`src/rtl/bound_flasher_seq.sv`:
```
// bound_flasher_seq: main-state sequencer driving a thermometer lamp bar with kickback
module bound_flasher_seq #(
    parameter int N_LAMPS  = 16,
    parameter int MID_LO   = 5,
    parameter int MID_HI   = 10,
    parameter int STEP_DIV = 1,
    localparam int CW = $clog2(N_LAMPS + 1)
) (
    input  logic               clk,
    input  logic               rst_n,
    input  logic               flick,
    output logic [2:0]         main_state,
    output logic [2:0]         main_state_n,
    output logic [N_LAMPS-1:0] lamp,
    output logic [CW-1:0]      cnt,
    output logic               busy
);
    localparam int PW = (STEP_DIV > 1) ? $clog2(STEP_DIV) : 1;
    localparam logic [PW-1:0] PRE_MAX = PW'(STEP_DIV - 1);
    localparam logic [CW-1:0] C_FULL = CW'(N_LAMPS);
    localparam logic [CW-1:0] C_LO   = CW'(MID_LO);
    localparam logic [CW-1:0] C_HI   = CW'(MID_HI);
    localparam logic [CW-1:0] K_LO   = CW'(MID_LO + 1);
    localparam logic [CW-1:0] K_HI   = CW'(MID_HI + 1);
    localparam logic [2:0] IDLE = 3'd0, UP15 = 3'd1, DN5 = 3'd2, UP10 = 3'd3,
                           DN0A = 3'd4, UP5 = 3'd5, DN0B = 3'd6, KB = 3'd7;

    logic [PW-1:0] pre, pre_n;
    logic [CW-1:0] cnt_n, target;
    logic [2:0]    succ;
    logic          tick, up;

    // State, fill count and prescaler registers; reset aborts without ramp-down
    always_ff @(posedge clk or negedge rst_n) begin
        if (!rst_n) begin
            main_state <= IDLE;
            cnt        <= '0;
            pre        <= PRE_MAX;
        end else begin
            main_state <= main_state_n;
            cnt        <= cnt_n;
            pre        <= pre_n;
        end
    end

    // Next state and count: kickback first, then step toward the state's target
    always_comb begin
        tick   = (pre == PRE_MAX);
        up     = (main_state == UP15) || (main_state == UP10) || (main_state == UP5);
        target = (main_state == UP15) ? C_FULL :
                 (main_state == UP10) ? C_HI :
                 (main_state == DN5 || main_state == UP5) ? C_LO : '0;
        succ   = (main_state == KB) ? UP15 : (main_state == DN0B) ? IDLE : main_state + 3'd1;
        main_state_n = main_state;
        cnt_n        = cnt;
        pre_n        = pre + 1'b1;
        if (tick) begin
            if (main_state == IDLE) begin
                main_state_n = flick ? UP15 : IDLE;
            end else if (main_state == UP15 && flick && (cnt == K_LO || cnt == K_HI)) begin
                main_state_n = KB;
                cnt_n        = cnt - 1'b1;
            end else if (main_state == UP10 && flick && cnt == K_LO) begin
                main_state_n = DN5;
                cnt_n        = cnt - 1'b1;
            end else begin
                // A kickback into DN5 lands exactly on its target; just hand back to UP10
                cnt_n = (cnt == target) ? cnt : up ? cnt + 1'b1 : cnt - 1'b1;
                if (cnt_n == target) main_state_n = succ;
            end
            pre_n = (main_state_n == IDLE) ? PRE_MAX : '0;
        end
    end

    // Thermometer lamps and busy flag from registered state
    always_comb begin
        busy = (main_state != IDLE);
        for (int i = 0; i < N_LAMPS; i++) lamp[i] = (i < int'(cnt));
    end
endmodule

```
`config.mk`:
```
export PLATFORM = sky130hd
export DESIGN_NAME = bound_flasher_seq
export DESIGN_NICKNAME = d
export VERILOG_FILES = /design/src/rtl/bound_flasher_seq.sv
export SDC_FILE = /design/constraint.sdc
export NUM_CORES = 1
export LEC_CHECK = 0
export ABC_AREA = 1
export ABC_CLOCK_PERIOD_IN_PS = 2300
export BUFFER_PORTS_ARGS = -buffer_cell sky130_fd_sc_hd__buf_2
export CAP_MARGIN = 20
export CORE_MARGIN = 1.5
export CORE_UTILIZATION = 45
export CTS_CLUSTER_DIAMETER = 60
export CTS_CLUSTER_SIZE = 20
export DETAILED_ROUTE_END_ITERATION = 6
export PLACE_DENSITY_LB_ADDON = 0.25
export SLEW_MARGIN = 20
export SYNTH_ARGS = -nofsm -noshare
export SYNTH_HDL_FRONTEND = slang
export SYNTH_SLANG_ARGS = --single-unit
```
`constraint.sdc`:
```
create_clock -name clk -period 2.3 [get_ports clk]
set_input_delay 0.46 -clock clk [delete_from_list [all_inputs] [get_ports clk]]
set_output_delay 0.46 -clock clk [all_outputs]
set_load 0.005 [all_outputs]
```
# ---- Word level (Yosys, flattened, before mapping)
# Cells that the tools add are included.
dict set report totals {
  reg_bits 9
  inputBits 3
  out_inout_bits 28
  wordCells 62
}
dict set report op_classes {
  add_sub_neg 4
  n_lt_le_gt_ge 16
  n_eq_ne 10
  mux 16
  n_bitwise 2
  n_reduce_logical 11
}
# cell n
set op_table {}
lappend op_table {{4-bit by 5-bit < comparator with 1-bit output, first input constant} 8}
lappend op_table {{5-bit 2-to-1 mux} 5}
lappend op_table {{3-bit 2-to-1 mux} 8}
lappend op_table {{3-bit by 5-bit < comparator with 1-bit output, first input constant} 4}
lappend op_table {{5-bit equality test} 2}
lappend op_table {{1-bit by 5-bit < comparator with 1-bit output, first input constant} 2}
lappend op_table {{2-bit by 5-bit < comparator with 1-bit output, first input constant} 2}
lappend op_table {{3-bit equality test, second input constant} 3}
lappend op_table {{3-bit by 2-bit equality test with 1-bit output, second input constant} 2}
lappend op_table {{5-bit by 1-bit adder with 5-bit output, second input constant} 1}
lappend op_table {{5-bit by 3-bit equality test with 1-bit output, second input constant} 1}
lappend op_table {{5-bit by 4-bit equality test with 1-bit output, second input constant} 1}
lappend op_table {{5-bit by 1-bit subtractor with 5-bit output, second input constant} 1}
lappend op_table {{1-bit logical AND} 4}
lappend op_table {{1-bit logical OR} 4}
lappend op_table {{4-bit 2-to-1 mux} 1}
lappend op_table {{3-bit by 1-bit adder with 3-bit output, second input constant} 1}
lappend op_table {{3-bit by 1-bit equality test with 1-bit output, second input constant} 1}
lappend op_table {{3-bit logical NOT} 1}
lappend op_table {{3-bit nonzero test} 1}
lappend op_table {{1-bit 2-to-1 mux} 2}
lappend op_table {{1-bit NOT} 2}
lappend op_table {{2-bit AND reduction} 1}
lappend op_table {{1-bit adder, second input constant} 1}

# ---- Depth between registers and ports, before layout
# Gate-level depths: netlist of the first run.
dict set report depth {
  ltp_word 13
  ltp_mapped 17
  depth_no_buf 17
}

# ---- Worst setup path after synthesis of the first run
# Ideal clock, no wire load.
dict set report synth_path {
  path_type {register to output}
  start {reg main_state[0]}
  end {out main_state_n[0]}
  arrival_time_ns 1.913
  required_ns 1.840
  slack_ns -0.073
  path_stages_with_launch 14
  n_path_buf 0
  cell_sequence {dfrtp_1 -> nand2_1 -> inv_1 -> ha_1 -> nand3_2 -> a21oi_4 -> nand3_1 -> nand2_1 -> nand3_1 -> nand2_2 -> nand3_2 -> nand2_1 -> nand3_1 -> a21oi_2}
}
dict set report synth_via {
  elab_chain_cells 13
  elab_cells_between_ends 29
  classes_between {1 x add/sub; 8 x eq/ne; 12 x mux; 8 x reduce/logical}
}
# element line_no
set synth_rtl {}
lappend synth_rtl {{start, declared} 12} ;# output logic [2:0] main_state,
lappend synth_rtl {{start signal, assigned} 40} ;# main_state <= main_state_n;
lappend synth_rtl {{3-bit by 2-bit equality test with 1-bit output / 3-bit equality test (equally long branches)} {52, 49}}
lappend synth_rtl {{1-bit logical OR} 52} ;# (main_state == DN5 || main_state == UP5) ? C_LO : '0;
lappend synth_rtl {{3-bit 2-to-1 mux} 52}
lappend synth_rtl {{4-bit 2-to-1 mux} 51} ;# (main_state == UP10) ? C_HI :
lappend synth_rtl {{5-bit 2-to-1 mux} 50} ;# target = (main_state == UP15) ? C_FULL :
lappend synth_rtl {{5-bit equality test} 68} ;# cnt_n = (cnt == target) ? cnt : up ? cnt + 1'b1 : cnt - 1'b1;
lappend synth_rtl {{5-bit 2-to-1 mux} 68}
lappend synth_rtl {{5-bit equality test} 69} ;# if (cnt_n == target) main_state_n = succ;
lappend synth_rtl {{3-bit 2-to-1 mux} 69}
lappend synth_rtl {{3-bit 2-to-1 mux} 63} ;# end else if (main_state == UP10 && flick && cnt == K_LO) begin
lappend synth_rtl {{3-bit 2-to-1 mux} 60} ;# end else if (main_state == UP15 && flick && (cnt == K_LO || cnt == K_HI)) begin
lappend synth_rtl {{3-bit 2-to-1 mux} 58} ;# if (main_state == IDLE) begin
lappend synth_rtl {{3-bit 2-to-1 mux *} 57} ;# if (tick) begin
lappend synth_rtl {{end, declared} 13} ;# output logic [2:0] main_state_n,
# Mark *: on every way between the ends. The rest lies on a longest branch, timed or not.

# ---- Worst setup path in the final report of the first run
dict set report layout_path {
  start {reg main_state[2]}
  end {out main_state_n[0]}
}
dict set report layout_via {
  elab_chain_cells 13
  elab_cells_between_ends 28
  classes_between {8 x eq/ne; 12 x mux; 8 x reduce/logical}
}
# element line_no
set layout_rtl {}
lappend layout_rtl {{3-bit by 2-bit equality test with 1-bit output / 3-bit equality test (equally long branches)} {52, 49}}
lappend layout_rtl {{1-bit logical OR} 52}
lappend layout_rtl {{3-bit 2-to-1 mux} 52}
lappend layout_rtl {{4-bit 2-to-1 mux} 51}
lappend layout_rtl {{5-bit 2-to-1 mux} 50}
lappend layout_rtl {{5-bit equality test} 68}
lappend layout_rtl {{5-bit 2-to-1 mux} 68}
lappend layout_rtl {{5-bit equality test} 69}
lappend layout_rtl {{3-bit 2-to-1 mux} 69}
lappend layout_rtl {{3-bit 2-to-1 mux} 63}
lappend layout_rtl {{3-bit 2-to-1 mux} 60}
lappend layout_rtl {{3-bit 2-to-1 mux *} 58}
lappend layout_rtl {{3-bit 2-to-1 mux *} 57}
# Marked as above.

==> impl_results.md, run 1 <==
- TritonCTS buffer count: 3
- Relative contribution of sequential cells to total power: 9.4%
- Total Neg Setup Slack: -1.71 ns
- Antenna violations before repair: 0
- Fin crit period: 2.82 ns
- Number of diodes added for antenna fixing: 0
- Path type of the worst min-delay path: input pin to async pin
- Per-instance average area after synthesis: 6.03 sq um
- Overall fraction of global-route tracks in use: 29.3%
- Area of the core region: 2430 sq um
- Overall die width: 53.2 microns
- CTS H-Tree Depth: 1
- Total standard cell area after synthesis: 1130 sq um
- Synthesis-stage register bit count: 8
- Routed WL: 4030 microns
- Period Utilization, post-route: 123%
- Post-synthesis sequential area ratio: 17.7%
- Buffer cell driving the clock tree root: clkbuf_4
- Routed via count divided by cell count: 5.27
- Switching Power: 1.76 mW
- Io pins: 31
- Cells after synthesis: 188
- Final core area utilization: 76.4%
- Top delay family on crit path: simple AND/OR/NAND/NOR gates
- Comb power frac: 87.3%
- Insertion delay of the later-clocked pin in the worst-skew pair: 0.26 ns
- Setup repair after global routing missed its margin: true
- Final HPWL DP: 2840 microns
- Number of DRC markers after the initial detailed-route iteration: 64
- Category of the most critical setup path: flop to primary output
- Growth of design area from synthesis to finish: 64.0%
- Final Hold Viols: 0
- Part of the power in the clock network: 3.3%
- Post-Place Cells: 284
- Highest fanout seen on the critical path: 6
- Critical path data required time: 1.84 ns
- Vias in the first global route: 1,338
- # port buffers: 30
- Net Count, Synth: 198
- Proportion of total power due to net switching: 50.8%
- TritonCTS clock tree: built
- Mean routed wirelength per cell: 13.5 microns
- Final non-filler cell area: 1860 sq um
- Effective utilization at floorplan: 46.6%
- Worst Max-Slew Pin Slew: 0.347 ns
- Setup skew after layout: 0.00970 ns
- Pint: 1.71 mW
- Flop2flop setup slack: -0.17 ns
- Global-route wire length before repair: 6020 microns
- Die area: 2830 sq um
- Critical Path End Type: primary output
- Static leakage: 1.05 nW
- Overflow left after global routing: 0
- Max-slew headroom: 76.7%
- Top-area cell type share of the netlist area: 17.7%
- Residual antenna-violating net count after detailed routing: 0
- Worst voltage drop across the vdd grid: 1.26 mV
- Number of buffers between clock root and the deepest sink: 2
- DR pass1 iterations: 4
- Power per unit of standard cell area: 1870 nW/um^2
- Maximum clock rate: 0.355 GHz
- Status: finished, violations left
- Placed cell areas: 1640 sq um
- Setup slack after layout: -0.519 ns
- Clock edge transition at the registers on the reported setup and hold paths: 0.06 ns
- Largest cells by area after synthesis: dfrtp_1, nand2_1, inv_1
- Maximum number of pins on one net before global-route repair: 12
- Total number of vias: 1,575
- Slowest Stage Delay on Critical Path: 0.44 ns
- Nets: 280
- Leading area contributor after synthesis: dfrtp_1
- CTS Hold Buffers Added: 0
- Crit-path cells: buf_6 > nor2_2 > nand2_1 > nand2_2 > nand2_1 > nand2_1 > nand2_2 > nand2_4 > nand2_1 > nand2_1 > nand2_1 > nand2_2 > nand3_4 > nand2_2 > nand3_2 > a21oi_2 > buf_2
- DRC errors left: 0
- Final count of pins violating max slew: 0
- Cell with the most instances on the worst path: nand2_1
- Critical Path Slowest Stage Cell: dfrtp_1
- Crit path buf inv count: 2
- Violations in the final reports: setup timing
- Routability Congestion: 0.942
- Yosys warns: 0
- Fraction of layout cells with a size suffix above 1: 48.3%
- Sink Count: 8
- Synth cell types: 27
- Worst Setup Start Kind: flop
- Height of the die: 53.2 microns
- Max-Cap Viols: 0
- Layout Cells excl Fill: 299
- Rows: 18
- Arrival time worst endpoint: 2.36 ns
- Setup violators final: 5
worst paths after layout:
kind	start	to	cells past startpoint
worst max-delay path	main_state[2]$_DFF_PN0_	main_state_n[0]	17
worst max register to register	main_state[2]$_DFF_PN0_	main_state[0]$_DFF_PN0_	19
max in group asynchronous	rst_n	cnt[1]$_DFFE_PN0P_	1
worst min register to register	main_state[1]$_DFF_PN0_	main_state[1]$_DFF_PN0_	4
worst min-delay path	rst_n	cnt[4]$_DFFE_PN0P_	1
min in group clk	main_state[1]$_DFF_PN0_	main_state[1]$_DFF_PN0_	4
layer usage:
layer	vias to the layer above	track usage (%)	part of all wire, %
met5	-	0	0
met4	0	6.41	0.45
met3	4	1.98	7.1
met2	69	48.3	49
met1	731	41.5	43
li1	771	-	-
synthesized netlist by cell type:
master,count
o21ai_1,2
nand2_2,6
nand2_1,52
inv_1,28
inv_2,3
o211ai_1,2
nor2_2,3
a31oi_1,1
clkbuf_1,1
ha_1,7
buf_2,1
a21oi_1,6
a41oi_1,2
a21oi_2,2
nand3_1,21
nand4_1,4
nor2_1,10
a21oi_4,1
nand3b_1,1
clkbuf_2,1
xor2_1,3
dfrtp_1,8
nand3_2,3
buf_4,3
o21ai_0,13
nand2_4,2
nor3_1,2
flip-flops by register name, indices dropped and copies added (netlist names):
signal      cells
cnt             5
main_state      3
per-stage QoR:
stage / worst slack (ns) / hold WS, ns / power [mW]
CTS: -0.445 / 0.0267 / 3.17
global route: -0.667 / 0.0426 / 3.75
global placement: -0.172 / 0.303 / 2.71
finish: -0.519 / 0.0334 / 3.47
detailed placement: -0.229 / 0.307 / 2.73
floorplan: 0.0103 / 0.164 / 1.65
power groups by stage:
stage	clock network (mW)	logic (mW)	registers (mW)
3_5_place_dp	0	2.42	0.311
4_1_cts	0.118	2.73	0.320
2_1_floorplan	0	1.34	0.307
5_1_grt	0.124	3.29	0.334
3_3_place_gp	0	2.40	0.308
6_report	0.114	3.03	0.326
layout make-up:
class,count,area (sq um)
Multi-Input combinational cell,143,898
Timing Repair Buffer,83,577
Fill cell,178,573
Sequential cell,8,204
Inverter,31,116
Tap cell,30,37.5
Clock buffer,4,26.3
layout by cell type, fill, tap and decap left out, types with 4 or more instances in the layout:
cell / instances
nand4_1: 4
buf_4: 50
inv_2: 6
nand3_2: 6
nand3_1: 16
a21oi_1: 6
o21ai_0: 13
nand2_2: 12
nand2_1: 41
nor2_1: 9
nand2_4: 7
inv_1: 25
dfrtp_1: 5
buf_2: 30
ha_1: 6
logic make-up after synthesis:
| kind of cell | after synthesis | share of synthesized area (%) |
|---|---|---|
| AND/OR/NAND/NOR | 104 | 43.2 |
| XOR/XNOR | 3 | 2.32 |
| adder cells (fa/ha/maj) | 7 | 7.73 |
| flip-flops | 8 | 17.7 |
| buffers and inverters | 37 | 13.5 |
| AO/OA/AOI/OAI | 29 | 15.7 |
timing repair:
| action | 4_1_cts | 5_1_grt |
|---|---|---|
| pin swaps | 15 | 5 |
| hold endpoints to repair | 0 | 0 |
| gates resized for setup | 21 | 10 |
| setup buffers | 8 | 3 |
| setup endpoints to repair | 3 | 5 |
Note: power is estimated with default switching activity, not from simulation.
==> run 2, diff against run 1 <==
- BUFFER_PORTS_ARGS: -buffer_cell sky130_fd_sc_hd__buf_2 -> -buffer_cell sky130_fd_sc_hd__clkbuf_2
- MAX_ROUTING_LAYER: unset -> met4
==> run 2 against run 1 <==
Net effect:
- the flow still finishes with violations (setup timing)
- worst setup slack improved by 0.083 ns
- non-clock buffer count decreased by 12
- sequential cell count unchanged
- critical endpoint unchanged
- die area unchanged
- clock skew increased by 0.00054 ns
- final area decreased by 5.8%
- first-iteration DRC count decreased by 31%
- largest power group unchanged
- global-route usage decreased by 0.37 points
- final cell count decreased by 4.0%
- total power decreased by 9.3%
- clock power decreased by 4%
==> impl_results.md, run 2 (same netlist as run 1, synthesis figures left out) <==
- Overflow left after global routing: 0
- Residual antenna-violating net count after detailed routing: 0
- Most common cell after layout, fill and taps aside: nand2_1
- Depth of the worst register-to-register path: 11
- Worst Max-Slew Pin Slew: 0.334 ns
- Path type of the worst min-delay path: input pin to async pin
- Critical Path End Type: primary output
- Routed WL: 3590 microns
- Overall fraction of global-route tracks in use: 28.9%
- Effective utilization at floorplan: 46.6%
- CTS H-Tree Depth: 1
- Buffer cell driving the clock tree root: clkbuf_4
- Final HPWL DP: 2900 microns
- Static leakage: 0.993 nW
- Highest fanout seen on the critical path: 6
- Setup skew after layout: 0.0102 ns
- Fin crit period: 2.74 ns
- DR pass1 iterations: 4
- Worst voltage drop across the vdd grid: 1.15 mV
- # port buffers: 30
- Worst Hold Slack: 0.0376 ns
- Maximum number of pins on one net before global-route repair: 12
- Fill count: 205
- CTS Hold Buffers Added: 0
- Biggest registers after layout: cnt x5, main_state x3
- Insertion delay of the later-clocked pin in the worst-skew pair: 0.25 ns
- Setup slack after layout: -0.436 ns
- Arrival time worst endpoint: 2.28 ns
- Number of buffers between clock root and the deepest sink: 2
- Worst Setup Start Kind: flop
- Final Hold Viols: 0
- Category of the most critical setup path: flop to primary output
- Most frequent cells in the layout: nand2_1, buf_4, clkbuf_2
- Sink Count: 8
- Setup violators final: 3
- Final core area utilization: 72.0%
- Clock edge transition at the registers on the reported setup and hold paths: 0.06 ns
- Fraction of layout cells with a size suffix above 1: 46.7%
- TritonCTS buffer count: 3
- Final count of pins violating max slew: 0
- Vias in the first global route: 1,269
- Number of DRC markers after the initial detailed-route iteration: 44
- Growth of design area from synthesis to finish: 54.5%
- Mean routed wirelength per cell: 12.5 microns
- Violations in the final reports: setup timing
- Die area: 2830 sq um
- Setup repair after global routing missed its margin: true
- Power per unit of standard cell area: 1790 nW/um^2
- Multi-input logic area: 892 sq um
- Antenna violations before repair: 0
- Maximum clock rate: 0.365 GHz
- Routability Congestion: 0.881
- Largest register FFs: 5
- Overall die width: 53.2 microns
- Max-slew headroom: 77.7%
- Height of the die: 53.2 microns
- Routed via count divided by cell count: 5.20
- Period Utilization, post-route: 119%
- Crit Reg-Reg Endpoint: cnt[2]$_DFFE_PN0P_
- Flop2flop setup slack: 0.28 ns
- Critical path data required time: 1.84 ns
- Max-Cap Viols: 0
- TritonCTS clock tree: built
- Rows: 18
- DRC errors left: 0
- Total number of vias: 1,491
- Post-Place Cells: 281
- Sequential cell area: 205 sq um
- Area of the core region: 2430 sq um
- Number of diodes added for antenna fixing: 0
- Io pins: 31
- Nets: 268
- Global-route wire length before repair: 5850 microns
- Largest Register: cnt
- Status: finished, violations left
- Layout Cells excl Fill: 287
- Start of the worst register-to-register path: cnt[0]$_DFFE_PN0P_
[run 2: stage by stage]
step                      cell area (sq um)  TNS (ns)  power (mW)  setup WS (ns)
after CTS                              1700     -1.22        3.01         -0.453
after floorplan                        1140         0        1.65         0.0103
after global placement                 1600    -0.565        2.66         -0.212
after detailed placement               1600    -0.685        2.69         -0.255
after global routing                   1750     -1.80        3.42         -0.612
final                                  1750     -1.22        3.14         -0.436
[run 2: worst max-delay path by stage]
| stage | end | cells after the start | slack [ns] | start |
|---|---|---|---|---|
| 2_1_floorplan | main_state_n[2] | 13 | 0.01 | main_state[0]$_DFF_PN0_ |
| 3_3_place_gp | main_state_n[0] | 14 | -0.21 | main_state[0]$_DFF_PN0_ |
| 3_5_place_dp | main_state_n[0] | 14 | -0.25 | main_state[1]$_DFF_PN0_ |
| 4_1_cts | main_state_n[0] | 15 | -0.45 | main_state[0]$_DFF_PN0_ |
| 5_1_grt | main_state_n[2] | 17 | -0.61 | main_state[1]$_DFF_PN0_ |
| 6_report | main_state_n[0] | 15 | -0.44 | main_state[1]$_DFF_PN0_ |
[run 2: where the power goes]
part / leakage (nW) / internal [mW] / switching, mW
Clock: 0.0150 / 0.0661 / 0.0436
Combinational: 0.885 / 1.20 / 1.51
Sequential: 0.0927 / 0.219 / 0.101
Total: 0.993 / 1.49 / 1.65
[run 2: layout make-up]
| class | count | share of cell area (%) |
|---|---|---|
| Multi-Input combinational cell | 143 | 50.9 |
| Timing Repair Buffer | 71 | 27.1 |
| Sequential cell | 8 | 11.7 |
| Inverter | 31 | 6.64 |
| Tap cell | 30 | 2.14 |
| Clock buffer | 4 | 1.50 |
[run 2: worst max-delay path, stage by stage (launching register included)]
cell and delay (ns):
dfrtp_2 0.44, nand2_2 0.07, inv_2 0.05, ha_4 0.19, nand2_4 0.07, nand2_4 0.05, a21oi_4 0.19, nand2_4 0.10
nand2_2 0.08, nand4_1 0.14, nand2_4 0.14, nand3_4 0.09, nand2_1 0.09, nand3_2 0.06, a21oi_2 0.13, clkbuf_2 0.12
[run 2: repair_timing]
item / CTS / global route
setup buffers: 2 / 0
resized for setup: 17 / 16
hold endpoints to repair: 0 / 0
setup endpoints to repair: 3 / 3
pin swaps: 10 / 13
[run 2: routing by layer]
layer | part of all wire [%] | global-route usage [%] | vias up
met4 | 0 | 6.84 | 0
met2 | 50 | 44.6 | 47
li1 | - | - | 751
met5 | 0 | - | -
met3 | 6.4 | 1.69 | 0
met1 | 44 | 41.5 | 693
==> run 3, diff against run 2 <==
- CELL_PAD_IN_SITES_DETAIL_PLACEMENT: unset -> 1
- CELL_PAD_IN_SITES_GLOBAL_PLACEMENT: unset -> 2
- CORE_UTILIZATION: 45 -> 24
==> run 3 against run 2 <==
Net effect:
- the flow still finishes with violations (setup timing)
- non-clock buffer count grew 25
- global-route usage shrank 9.6 points
- first-iteration DRC count grew 2.3%
- combinational power grew 18%
- worst setup slack lost 0.035 ns
- sequential power is essentially flat
- fmax shrank 1.3%
- wire length grew 30%
- highest routed layer is now met4
==> impl_results.md, run 3 (same netlist as run 1, synthesis figures left out) <==
- Highest fanout seen on the critical path: 6
- Vias in the first global route: 1,568
- Fill count: 599
- Die area: 5140 sq um
- Rows: 24
- Number of buffers between clock root and the deepest sink: 2
- Worst Setup Start Kind: flop
- Fin crit period: 2.77 ns
- Largest Register: cnt
- Origin of the worst setup path: main_state[1]$_DFF_PN0_
- Crit Reg-Reg Endpoint: main_state[2]$_DFF_PN0_
- Path type of the worst min-delay path: input pin to async pin
- Worst Hold Slack: 0.0701 ns
- Critical Path End Type: primary output
- Flop2flop setup slack: -0.18 ns
- Period Utilization, post-route: 120%
- Total Neg Setup Slack: -1.54 ns
- Routed via count divided by cell count: 4.70
- End point of the critical path: main_state_n[2]
- Height of the die: 71.7 microns
- Start of the worst register-to-register path: main_state[1]$_DFF_PN0_
- TritonCTS buffer count: 3
- Fraction of layout cells with a size suffix above 1: 55.0%
- Final Hold Viols: 0
- DRC errors left: 0
- Worst Max-Slew Pin Slew: 0.370 ns
- DR pass1 iterations: 5
- Global-route wire length before repair: 7560 microns
- Max-slew headroom: 75.3%
- Number of diodes added for antenna fixing: 0
- Post-Place Cells: 313
- Sink Count: 8
- Most frequent cells in the layout: buf_4, nand2_1, clkbuf_2
- Final HPWL DP: 3690 microns
- Final count of pins violating max slew: 0
- Max-Cap Viols: 0
- Setup WS pre-CTS: -0.254 ns
- Static leakage: 1.13 nW
- Category of the most critical setup path: flop to primary output
- Setup violators final: 4
- Multi-input logic area: 938 sq um
- Critical path data required time: 1.84 ns
- Overall die width: 71.7 microns
- Antenna violations before repair: 0
- Setup repair after global routing missed its margin: true
- Insertion delay of the later-clocked pin in the worst-skew pair: 0.23 ns
- Total power consumption of the routed design: 3.69 mW
- Setup slack after layout: -0.471 ns
- Power per unit of standard cell area: 1820 nW/um^2
- Number of DRC markers after the initial detailed-route iteration: 45
- Maximum number of pins on one net before global-route repair: 13
- Largest register FFs: 5
- Worst voltage drop across the vdd grid: 0.677 mV
- Buffer cell driving the clock tree root: clkbuf_8
- CTS Hold Buffers Added: 0
- Status: finished, violations left
- Violations in the final reports: setup timing
- CTS H-Tree Depth: 1
- Overflow left after global routing: 0
- Maximum clock rate: 0.361 GHz
- Routability Congestion: 0.806
- Total number of vias: 1,570
- Residual antenna-violating net count after detailed routing: 0
- Most common cell after layout, fill and taps aside: buf_4
- Layout Cells excl Fill: 334
- Overall fraction of global-route tracks in use: 19.3%
- Area of the core region: 4440 sq um
- Effective utilization at floorplan: 25.5%
- Clock edge transition at the registers on the reported setup and hold paths: 0.04 ns
- Biggest registers after layout: cnt x5, main_state x3
- Routed WL: 4650 microns
- Depth of the worst register-to-register path: 17
- # port buffers: 30
- TritonCTS clock tree: built
- Io pins: 31
- Arrival time worst endpoint: 2.31 ns
- Mean routed wirelength per cell: 13.9 microns
- Sequential cell area: 205 sq um
- Setup skew after layout: 0.00693 ns
- Nets: 293
- Growth of design area from synthesis to finish: 78.5%
## run 3: final cells by class
class | count | area share, %
Tap cell | 52 | 3.22
Clock buffer | 4 | 2.23
Inverter | 31 | 5.75
Sequential cell | 8 | 10.1
Multi-Input combinational cell | 143 | 46.4
Timing Repair Buffer | 96 | 32.3
## run 3: stage by stage
stage / cell area [sq um] / utilization, %
2_1_floorplan: 1140 / -
3_3_place_gp: 1690 / 38.0
3_5_place_dp: 1690 / 38.0
4_1_cts: 1950 / 43.9
5_1_grt: 2020 / 45.5
6_report: 2020 / 45.5
## run 3: where the power goes
part,internal (mW),switching [mW]
Clock,0.120,0.0539
Sequential,0.219,0.0972
Combinational,1.50,1.70
## run 3: worst max-delay path, stage by stage, from the launching register on
cell     delay, ns
dfrtp_2       0.41
buf_4         0.15
nor2_4        0.13
nand2_4       0.10
nand2_4       0.09
nand2_4       0.05
a21oi_4       0.20
nand2_4       0.11
nand2_2       0.10
nand4_1       0.11
nand2_2       0.13
nand3_4       0.09
nand2_2       0.09
nand3_2       0.07
a21oi_2       0.14
buf_2         0.13
## run 3: metal layers
metal / GRT usage, % / vias to the layer above / routed length, microns
li1: - / 794 / -
met1: 25.0 / 757 / 2160
met2: 33.7 / 17 / 2430
met3: 0.844 / 2 / 46
met4: 3.14 / 0 / 17
met5: - / - / 0
## run 3: worst min-delay path by stage
stage          startpoint                       to  cells after the start
2_1_floorplan       rst_n       cnt[0]$_DFFE_PN0P_                      0
3_3_place_gp        rst_n  main_state[2]$_DFF_PN0_                      1
3_5_place_dp        rst_n       cnt[0]$_DFFE_PN0P_                      1
4_1_cts             rst_n       cnt[0]$_DFFE_PN0P_                      1
5_1_grt             rst_n       cnt[0]$_DFFE_PN0P_                      1
6_report            rst_n       cnt[0]$_DFFE_PN0P_                      1
## run 3: what timing repair did
action	4_1_cts	5_1_grt
cloned	0	0
endpoints found under the setup margin	3	4
buffers inserted	12	5
pin swaps	18	9
resized for setup	35	10
